$ cat src/rtl/add_serial_arb_pkg.sv
// Shared constants, state encodings and helpers for the add_serial round-robin arbiter.
package add_serial_arb_pkg;

  localparam int unsigned DEF_W       = 8;
  localparam int unsigned DEF_ADD_LAT = 9;
  localparam int unsigned MAX_REQ     = 8;
  localparam int unsigned STATE_W     = 3;

  localparam logic [STATE_W-1:0] S_IDLE  = 3'd0;
  localparam logic [STATE_W-1:0] S_ISSUE = 3'd1;
  localparam logic [STATE_W-1:0] S_WAIT  = 3'd2;
  localparam logic [STATE_W-1:0] S_CAPT  = 3'd3;
  localparam logic [STATE_W-1:0] S_PARK  = 3'd4;

  // One-hot decode of a requester index; callers truncate to NUM_REQ bits.
  function automatic logic [MAX_REQ-1:0] onehot(input logic [2:0] idx);
    return MAX_REQ'(1) << idx;
  endfunction

endpackage

$ cat src/rtl/add_serial_arb_rr_pick.sv
// Combinational round-robin picker: first set req bit at or above rr_ptr, wrapping to 0.
module add_serial_arb_rr_pick #(
  parameter int unsigned NUM_REQ = 4,
  parameter int unsigned IDX_W   = $clog2(NUM_REQ)
) (
  input  logic [NUM_REQ-1:0] req,
  input  logic [IDX_W-1:0]   rr_ptr,
  output logic [IDX_W-1:0]   win_idx_c,
  output logic               found_c
);

  function automatic logic [IDX_W-1:0] wrap_add(input logic [IDX_W-1:0] base,
                                                 input int unsigned off);
    int unsigned s;
    s = 32'(base) + off;
    if (s >= NUM_REQ) s = s - NUM_REQ;
    return IDX_W'(s);
  endfunction

  // Scan from the farthest offset down so the closest candidate to rr_ptr wins.
  always_comb begin : p_pick
    logic [IDX_W-1:0] cand;
    cand      = '0;
    win_idx_c = '0;
    found_c   = 1'b0;
    for (int off = NUM_REQ - 1; off >= 0; off--) begin
      cand = wrap_add(rr_ptr, 32'(off));
      if (req[cand]) begin
        win_idx_c = cand;
        found_c   = 1'b1;
      end
    end
  end

endmodule

$ cat src/rtl/add_serial_arb.sv
// Round-robin arbiter/sequencer sharing one bit-serial adder among NUM_REQ requesters.
module add_serial_arb
  import add_serial_arb_pkg::*;
#(
  parameter int unsigned NUM_REQ = 4,
  parameter int unsigned W       = DEF_W,
  parameter int unsigned ADD_LAT = DEF_ADD_LAT
) (
  input  logic                 clk,
  input  logic                 rst_n,
  input  logic [NUM_REQ-1:0]   req,
  input  logic [NUM_REQ*W-1:0] op_a,
  input  logic [NUM_REQ*W-1:0] op_b,
  output logic [NUM_REQ-1:0]   gnt,
  output logic [NUM_REQ-1:0]   rsp_valid,
  output logic [W-1:0]         rsp_sum,
  output logic                 busy,
  output logic                 adder_en,
  output logic [W-1:0]         adder_a,
  output logic [W-1:0]         adder_b,
  input  logic [W-1:0]         adder_out
);

  localparam int unsigned IDX_W = $clog2(NUM_REQ);
  localparam int unsigned CNT_W = $clog2(ADD_LAT + 1);

  logic [STATE_W-1:0] state, state_d;
  logic [NUM_REQ-1:0] gnt_d, rsp_valid_d;
  logic [W-1:0]       rsp_sum_d, adder_a_d, adder_b_d;
  logic               busy_d, adder_en_d;
  logic [IDX_W-1:0]   rr_ptr, rr_ptr_d;
  logic [IDX_W-1:0]   win_idx, win_idx_d;
  logic [CNT_W-1:0]   lat_cnt, lat_cnt_d;
  logic [IDX_W-1:0]   pick_idx_c;
  logic               pick_found_c;

  add_serial_arb_rr_pick #(
    .NUM_REQ (NUM_REQ),
    .IDX_W   (IDX_W)
  ) u_rr_pick (
    .req       (req),
    .rr_ptr    (rr_ptr),
    .win_idx_c (pick_idx_c),
    .found_c   (pick_found_c)
  );

  // State and all registered outputs.
  always_ff @(posedge clk or negedge rst_n) begin
    if (!rst_n) begin
      state     <= S_IDLE;
      gnt       <= '0;
      rsp_valid <= '0;
      rsp_sum   <= '0;
      busy      <= 1'b0;
      adder_en  <= 1'b0;
      adder_a   <= '0;
      adder_b   <= '0;
      rr_ptr    <= '0;
      win_idx   <= '0;
      lat_cnt   <= '0;
    end else begin
      state     <= state_d;
      gnt       <= gnt_d;
      rsp_valid <= rsp_valid_d;
      rsp_sum   <= rsp_sum_d;
      busy      <= busy_d;
      adder_en  <= adder_en_d;
      adder_a   <= adder_a_d;
      adder_b   <= adder_b_d;
      rr_ptr    <= rr_ptr_d;
      win_idx   <= win_idx_d;
      lat_cnt   <= lat_cnt_d;
    end
  end

  // Next-state and next-output logic; outputs are computed for the state being entered.
  always_comb begin
    state_d     = state;
    gnt_d       = gnt;
    rsp_valid_d = '0;
    rsp_sum_d   = rsp_sum;
    adder_en_d  = 1'b0;
    adder_a_d   = adder_a;
    adder_b_d   = adder_b;
    rr_ptr_d    = rr_ptr;
    win_idx_d   = win_idx;
    lat_cnt_d   = lat_cnt;

    case (state)
      S_IDLE: begin
        if (pick_found_c) begin
          state_d    = S_ISSUE;
          gnt_d      = NUM_REQ'(onehot(3'(pick_idx_c)));
          adder_a_d  = op_a[32'(pick_idx_c) * W +: W];
          adder_b_d  = op_b[32'(pick_idx_c) * W +: W];
          win_idx_d  = pick_idx_c;
          adder_en_d = 1'b1;
          lat_cnt_d  = '0;
        end
      end
      S_ISSUE: begin
        state_d   = S_WAIT;
        lat_cnt_d = CNT_W'(1);
      end
      S_WAIT: begin
        lat_cnt_d = lat_cnt + CNT_W'(1);
        if (lat_cnt == CNT_W'(ADD_LAT - 1)) state_d = S_CAPT;
      end
      S_CAPT: begin
        rsp_sum_d   = adder_out;
        rsp_valid_d = NUM_REQ'(onehot(3'(win_idx)));
        state_d     = S_PARK;
      end
      S_PARK: begin
        // Adder enable stays low here so the serial adder drops back to its idle state.
        gnt_d    = '0;
        rr_ptr_d = (win_idx == IDX_W'(NUM_REQ - 1)) ? '0 : win_idx + IDX_W'(1);
        state_d  = S_IDLE;
      end
      default: begin
        state_d   = S_IDLE;
        gnt_d     = '0;
        rsp_sum_d = '0;
        adder_a_d = '0;
        adder_b_d = '0;
        win_idx_d = '0;
        lat_cnt_d = '0;
      end
    endcase

    busy_d = (state_d != S_IDLE);
  end

endmodule

$ cat config.mk
export PLATFORM = sky130hd
export DESIGN_NAME = add_serial_arb
export DESIGN_NICKNAME = d
export VERILOG_FILES = /design/src/rtl/add_serial_arb_pkg.sv /design/src/rtl/add_serial_arb_rr_pick.sv /design/src/rtl/add_serial_arb.sv
export SDC_FILE = /design/constraint.sdc
export NUM_CORES = 1
export LEC_CHECK = 0
export CAP_MARGIN = 25
export CORE_ASPECT_RATIO = 0.7
export CORE_MARGIN = 4
export CORE_UTILIZATION = 35
export CTS_CLUSTER_SIZE = 16
export DETAILED_ROUTE_END_ITERATION = 8
export PLACE_DENSITY = 0.73
export SLEW_MARGIN = 10
export SYNTH_ARGS = -nofsm -noshare
export SYNTH_HDL_FRONTEND = slang
export SYNTH_HIERARCHICAL = 1
export SYNTH_SLANG_ARGS = --single-unit
export TNS_END_PERCENT = 1
$ cat constraint.sdc
create_clock -name clk -period 2.1 [get_ports clk]
set_input_delay 0.525 -clock clk [delete_from_list [all_inputs] [get_ports clk]]
set_output_delay 0.525 -clock clk [all_outputs]
set_load 0.005 [all_outputs]
# After elaboration in Yosys (flattened, before gate mapping)
# Index checks and enable logic that the tools add are counted.
dict set report word_totals {
  reg_bits 45
  wordCells 89
  input_bits 78
}
dict set report op_classes {
  muxes 38
  order_cmp 8
  eq_ne 7
  n_addsub 9
  n_bitwise 3
  n_reduce_logical 9
  shifts 4
}
# cell n
set ops {}
lappend ops {{$shiftx 32x6->8} 2}
lappend ops {{$pmux 8 s2} 3}
lappend ops {{$mux 2} 10}
lappend ops {{$mux 8} 2}
lappend ops {{$pmux 4 s4} 1}
lappend ops {{$lt 2x3->1 const B} 4}
lappend ops {{$mux 4} 3}
lappend ops {{$pmux 3 s4} 1}
lappend ops {{$mux 1} 10}
lappend ops {{$ge 3x3->1 const B} 3}
lappend ops {{$bmux 1 s2} 4}
lappend ops {{$pmux 4 s2} 1}
lappend ops {{$reduce_or 4->1} 2}
lappend ops {{$shl 1x2->4 const A} 2}
lappend ops {{$sub 2x1->2 const B} 4}
lappend ops {{$add 2x2->3 const B} 2}
lappend ops {{$eq 3x2->1 const B} 2}
lappend ops {{$mux 3} 2}
lappend ops {{$reduce_and 2->1} 3}
lappend ops {{$add 4x1->4 const B} 1}
lappend ops {{$eq 4x4->1 const B} 1}
lappend ops {{$pmux 2 s2} 1}
lappend ops {{$add 2x1->3 const B} 1}
lappend ops {{$eq 3x1->1 const B} 1}
lappend ops {{10 further kinds} 12}

# Depth between registers and ports, before layout
# Gate-level depths: netlist (run 1).
dict set report logic_depth {
  ltp_word 12
  ltp_mapped 6
  depth_no_buf 5
}

# Modules after synthesis
# Netlist (run 1), hierarchy kept.
# module n_inst area_each_um2 seq_area_each_um2 cells_each
set by_module_without_submodules {}
lappend by_module_without_submodules {add_serial_arb 1 2239.6 1126.1 159}
lappend by_module_without_submodules {add_serial_arb_rr_pick 1 77.6 0.0 13}

# Worst setup path after synthesis (run 1)
# OpenSTA, ideal clock, no wires.
dict set report synth_path {
  kind {input to register}
  from {input req[3]}
  to {register adder_a[5]}
  required_time_ps 1979
  path_slack_ps 39
  path_stages 5
  n_path_buf 1
  setup_ps 121
  t_arrival_ps 1940
  cell_sequence {mux2i_1 > a211oi_2 > buf_2 > mux4_2 > a22o_2}
}
dict set report synth_via {
  elab_chain_cells 9
}
# item line
set synth_rtl {}
lappend synth_rtl {{start: declaration} add_serial_arb.sv:11} ;# input logic [NUM_REQ-1:0] req,
lappend synth_rtl {{$bmux 1 s2} add_serial_arb_rr_pick.sv:28} ;# if (req[cand]) begin
lappend synth_rtl {{$mux 1 (not written as such)} add_serial_arb_rr_pick.sv:28}
lappend synth_rtl {{$mux 2 (3 in a row)} add_serial_arb_rr_pick.sv:28}
lappend synth_rtl {{$mux 2 (*)} add_serial_arb_rr_pick.sv:28}
lappend synth_rtl {{net pick_idx_c[0]} add_serial_arb.sv:34} ;# logic [IDX_W-1:0] pick_idx_c;
lappend synth_rtl {{$shiftx 32x6->8 (*)} add_serial_arb.sv:94} ;# adder_a_d = op_a[32'(pick_idx_c) * W +: W];
lappend synth_rtl {{$mux 8 (*)} add_serial_arb.sv:91} ;# if (pick_found_c) begin
lappend synth_rtl {{$pmux 8 s2 (*)} add_serial_arb.sv:89} ;# case (state)
lappend synth_rtl {{end signal: assignment} add_serial_arb.sv:68} ;# adder_a <= adder_a_d;
lappend synth_rtl {{end: declaration} add_serial_arb.sv:19} ;# output logic [W-1:0] adder_a,
# The timed path passes the listed nets; every way through them passes the cells marked *. The select of a mux whose other input is x is not followed.
# A chain may end at the register's enable or synchronous reset.

# Worst setup path after layout (run 1)
dict set report layout_path {
  from {input req[2]}
  to {register adder_b[6]}
}
dict set report layout_via {
  elab_chain_cells 9
}
# item line
set layout_rtl {}
lappend layout_rtl {{$bmux 1 s2} add_serial_arb_rr_pick.sv:28}
lappend layout_rtl {{$mux 1 (not written as such)} add_serial_arb_rr_pick.sv:28}
lappend layout_rtl {{$mux 2 (3 in a row)} add_serial_arb_rr_pick.sv:28}
lappend layout_rtl {{$mux 2 (*)} add_serial_arb_rr_pick.sv:28}
lappend layout_rtl {{net pick_idx_c[0]} add_serial_arb.sv:34}
lappend layout_rtl {{$shiftx 32x6->8 (*)} add_serial_arb.sv:95} ;# adder_b_d = op_b[32'(pick_idx_c) * W +: W];
lappend layout_rtl {{$mux 8 (*)} add_serial_arb.sv:91}
lappend layout_rtl {{$pmux 8 s2 (*)} add_serial_arb.sv:89}
lappend layout_rtl {{end signal: assignment} add_serial_arb.sv:69} ;# adder_b <= adder_b_d;
lappend layout_rtl {{end: declaration} add_serial_arb.sv:20} ;# output logic [W-1:0] adder_b,
# Marks and branches as above.

==> impl_metrics.tcl, run 1 <==
set metrics [dict create \
    max_freq_mhz 486 \
    die_w_um 105 \
    synth_area_in_compound_gates_pct 15.6 \
    yosys_warnings 6 \
    die_height_um 76.1 \
    syn-instance-count 172 \
    ys.flop_type "sky130_fd_sc_hd__dfrtp_1" \
    design.portCount 112 \
    maxCapViolCount 0 \
    clkLatencyLatePin_ns 0.31 \
    layout_cells_sized_above_1_pct 22.3 \
    synthMuxAreaShare_pct 17.4 \
    power_share_of_the_clock_group_pct 16.5 \
    worst_ir_drop_vdd_mv 0.486 \
    min_path_type "in -> async" \
    overall_track_demand_over_capacity_in_global_routing_pct 16.7 \
    synth.cells.most_frequent "45 x sky130_fd_sc_hd__dfrtp_1, 19 x sky130_fd_sc_hd__a22o_1, 16 x sky130_fd_sc_hd__mux4_2, 10 x sky130_fd_sc_hd__nor2_1, 8 x sky130_fd_sc_hd__a22o_2" \
    finalCriticalPeriod_ns 2.06 \
    timing.setup.critical_path_class "in -> reg" \
    critical_path.max_fanout 6 \
    placement_rows 24 \
    drt_pre_antenna_iters 4 \
    postLayoutSetupSlackWorst_ns 0.0424 \
    critPathCaptureType "register" \
    reg_to_reg_endpoint "adder_b[6]$_DFFE_PN0P_" \
    crit_arrival_ns 2.25 \
    postSynthNetCount 256 \
    synth_cell_type_count 39 \
    antenna_found_initial 0 \
    cell_internal_pwr_mw 3.25 \
    antenna_violating_nets_post_route 0 \
    combinational_family_with_the_most_area_after_synthesis "multiplexers" \
    initial_core_util_pct 36.6 \
    edff_count_synth 0 \
    wirelength_um 6670 \
    ys_seq_elements 45 \
    final-hold-violation-count 0 \
    fin_nets 383 \
    remaining_drc_errors 0 \
    pwr_density_cell_nw_per_um2 1270 \
    via_count_of_the_first_global_routing_pass 2030 \
    cts_buf_count 5 \
    synth_async_sr_flop_share_pct 100 \
    synth_seq_area_share_pct 48.6 \
    port_buffers 111 \
    power.net_switching_mw 1.62 \
    worst_pin_slew_ns 0.601 \
    h_tree_levels 2 \
    synth_top_cells_by_area "sky130_fd_sc_hd__dfrtp_1 49%, sky130_fd_sc_hd__mux4_2 16%, sky130_fd_sc_hd__a22o_1 7.2%, sky130_fd_sc_hd__a22o_2 3.5%, sky130_fd_sc_hd__ha_1 3.2%" \
    synthMostInstantiatedCell "sky130_fd_sc_hd__dfrtp_1" \
    timing.slew.headroom_pct 59.7 \
    reg2reg_slack_ns 0.07 \
    layout.core_utilization_pct 60.4 \
    run_status "complete, no violations" \
    post_synth_and_or_nand_nor_area_fraction_pct 9.94 \
    dp_wirelength_um 4860 \
    yosys.area_share.adder_pct 3.24 \
    finalSetupViolations 0 \
    startpoint_type "input port" \
    avgRoutedWirePerCell_um 17.1 \
    die_area_um2 8010 \
    cts_hold_buffers 0 \
    reg2regPathDepth 7 \
    postSynthAreaPerCell_um2 13.5 \
    drtIter0Drc 70 \
    total_power_mw 4.86 \
    place.gp.congestion 0.730 \
    pre_cts_ws_ns -0.461 \
    critPathRequiredTime_ns 2.30 \
    routed_via_density 4.95 \
    fin_skew_ns 0.00820 \
    slew_viol_final 0 \
    grt_pass1_wl_um 10600 \
    power.share.switching_pct 33.3 \
    syn-cell-area_um2 2320 \
    synth.largest_area_cell "sky130_fd_sc_hd__dfrtp_1" \
    diodes 0 \
    crit_start "req[2]" \
    leakagePower_nw 1.62 \
    synth_largest_type_area_fraction_pct 48.6 \
    power.share.combinational_pct 53.2 \
    via_count 1935 \
    synthXorXnorAreaFrac_pct 1.13 \
    share_of_the_cycle_needed_by_the_critical_path_after_routing_pct 98.0 \
    clock_sinks 45 \
    worst_setup_hold_path_clk_slew_ns 0.09 \
    area_delta_synth_final_pct 65.2 \
    cts_tree "done" \
    cts.path.max_buffers 2 \
    root_buffer "sky130_fd_sc_hd__clkbuf_8" \
    seq_power_share_pct 30.3 \
    largest_net_degree_at_the_start_of_global_routing 46 \
    setup.worst_path.end "adder_b[6]$_DFFE_PN0P_" \
    regToRegStartpoint "rr_ptr[1]$_DFFE_PN0P_" \
    grt_overflow_total 0 \
    core-area_um2 6340 \
]
-- layout by cell type (no fill, tap or decap), types with 2 or more instances in the layout --
master | Yosys | final
sky130_fd_sc_hd__nor2b_1 | 3 | 3
sky130_fd_sc_hd__o2bb2ai_1 | 2 | 2
sky130_fd_sc_hd__xnor2_1 | 2 | 2
sky130_fd_sc_hd__dlygate4sd2_1 | 0 | 3
sky130_fd_sc_hd__nor2_1 | 10 | 9
sky130_fd_sc_hd__and2_1 | 4 | 4
sky130_fd_sc_hd__a22o_2 | 8 | 8
sky130_fd_sc_hd__mux4_2 | 16 | 16
sky130_fd_sc_hd__clkdlybuf4s50_1 | 0 | 106
sky130_fd_sc_hd__nand2b_1 | 2 | 2
sky130_fd_sc_hd__buf_4 | 0 | 13
sky130_fd_sc_hd__buf_6 | 3 | 5
sky130_fd_sc_hd__a22o_1 | 19 | 19
sky130_fd_sc_hd__inv_1 | 5 | 5
sky130_fd_sc_hd__nor2_2 | 1 | 2
sky130_fd_sc_hd__bufinv_16 | 0 | 2
sky130_fd_sc_hd__nand3b_1 | 2 | 2
sky130_fd_sc_hd__buf_2 | 7 | 2
sky130_fd_sc_hd__ha_1 | 6 | 6
sky130_fd_sc_hd__mux2_2 | 2 | 2
sky130_fd_sc_hd__dfrtp_1 | 45 | 44
sky130_fd_sc_hd__clkbuf_8 | 0 | 5
sky130_fd_sc_hd__a21oi_1 | 5 | 4
sky130_fd_sc_hd__nand2_1 | 7 | 7
-- power groups by stage --
stage / logic [mW] / registers (mW) / clock network [mW]
4_1_cts: 2.53 / 1.48 / 0.815
2_1_floorplan: 1.41 / 1.45 / 0
5_1_grt: 2.80 / 1.53 / 0.851
3_5_place_dp: 2.43 / 1.48 / 0
6_report: 2.59 / 1.47 / 0.801
3_3_place_gp: 2.36 / 1.47 / 0
-- layout make-up --
cell class	count	area [µm²]
repair buffers	132	1310
fillers	525	2510
flip-flops and latches	45	1130
clock buffers	5	68.8
well taps	91	114
inverters	5	18.8
multi-input cells	110	1120
clock inverters	3	68.8
-- per-layer routing --
layer	share of wire [%]	GRT usage (%)	up-vias
li1	-	-	903
met1	45	22.5	943
met2	45	25.4	76
met3	7.2	5.93	13
met4	1.8	4.72	0
met5	0	0	-
-- registers in the layout (all words and copies together), names as in the netlist, 2 cells and up --
| signal | count |
|---|---|
| adder_a | 8 |
| adder_b | 8 |
| gnt | 4 |
| lat_cnt | 4 |
| rr_ptr | 2 |
| rsp_sum | 8 |
| rsp_valid | 4 |
| state | 3 |
| win_idx | 2 |
-- worst max-delay path, stage by stage --
cell and delay (ns):
sky130_fd_sc_hd__dlygate4sd2_1 0.26, sky130_fd_sc_hd__nand2b_1 0.10, sky130_fd_sc_hd__a21oi_2 0.08, sky130_fd_sc_hd__a211oi_4 0.29
sky130_fd_sc_hd__buf_6 0.16, sky130_fd_sc_hd__buf_12 0.12, sky130_fd_sc_hd__mux4_2 0.50, sky130_fd_sc_hd__a22o_1 0.22
-- per-stage QoR --
| step | cells | instance area, µm² | TNS [ns] | hold WS, ns |
|---|---|---|---|---|
| floorplan | 172 | 2320 | 0 | 0.229 |
| global placement | 375 | 3580 | -7.25 | 0.481 |
| detailed placement | 375 | 3580 | -7.38 | 0.481 |
| CTS | 385 | 3770 | -0.00454 | 0.311 |
| global route | 391 | 3830 | -0.0202 | 0.349 |
| finish | 391 | 3830 | 0 | 0.293 |
-- logic make-up after synthesis --
logic type,Yosys count
compound gates,42
fa+ha+maj,6
buf+inv,17
mux,20
flops,45
xor+xnor,3
simple gates,39
-- timing repair --
action                                 CTS  global route
endpoints found under the hold margin    0             0
pin swaps                                2             3
cloned                                   1             1
gates resized for setup                  6             8
setup endpoints to repair               16            17
buffers inserted                         1             5
-- worst min path at each step --
stage	startpoint	endpoint	slack, ns	cells after the start
after global routing	rst_n	lat_cnt[0]$_DFFE_PN0P_	0.35	2
after floorplan	rst_n	adder_a[0]$_DFFE_PN0P_	0.23	0
after global placement	rsp_sum[5]$_DFFE_PN0N_	rsp_sum[5]$_DFFE_PN0N_	0.48	1
after CTS	rst_n	rsp_sum[2]$_DFFE_PN0N_	0.31	2
final	rst_n	rsp_sum[2]$_DFFE_PN0N_	0.29	2
after detailed placement	rsp_sum[5]$_DFFE_PN0N_	rsp_sum[5]$_DFFE_PN0N_	0.48	1
No activity file was read; power rests on OpenSTA's default activity.
==> run 2: changes to the inputs <==
--- a/config.mk
+++ b/config.mk
@@ -11,6 +11,7 @@
 export CORE_UTILIZATION = 35
 export CTS_CLUSTER_SIZE = 16
 export DETAILED_ROUTE_END_ITERATION = 8
+export HOLD_SLACK_MARGIN = 0.1
 export PLACE_DENSITY = 0.73
 export SLEW_MARGIN = 10
 export SYNTH_ARGS = -nofsm -noshare
==> results of run 2 <==
Final layout, timing and power as in run 1 (identical DEF).
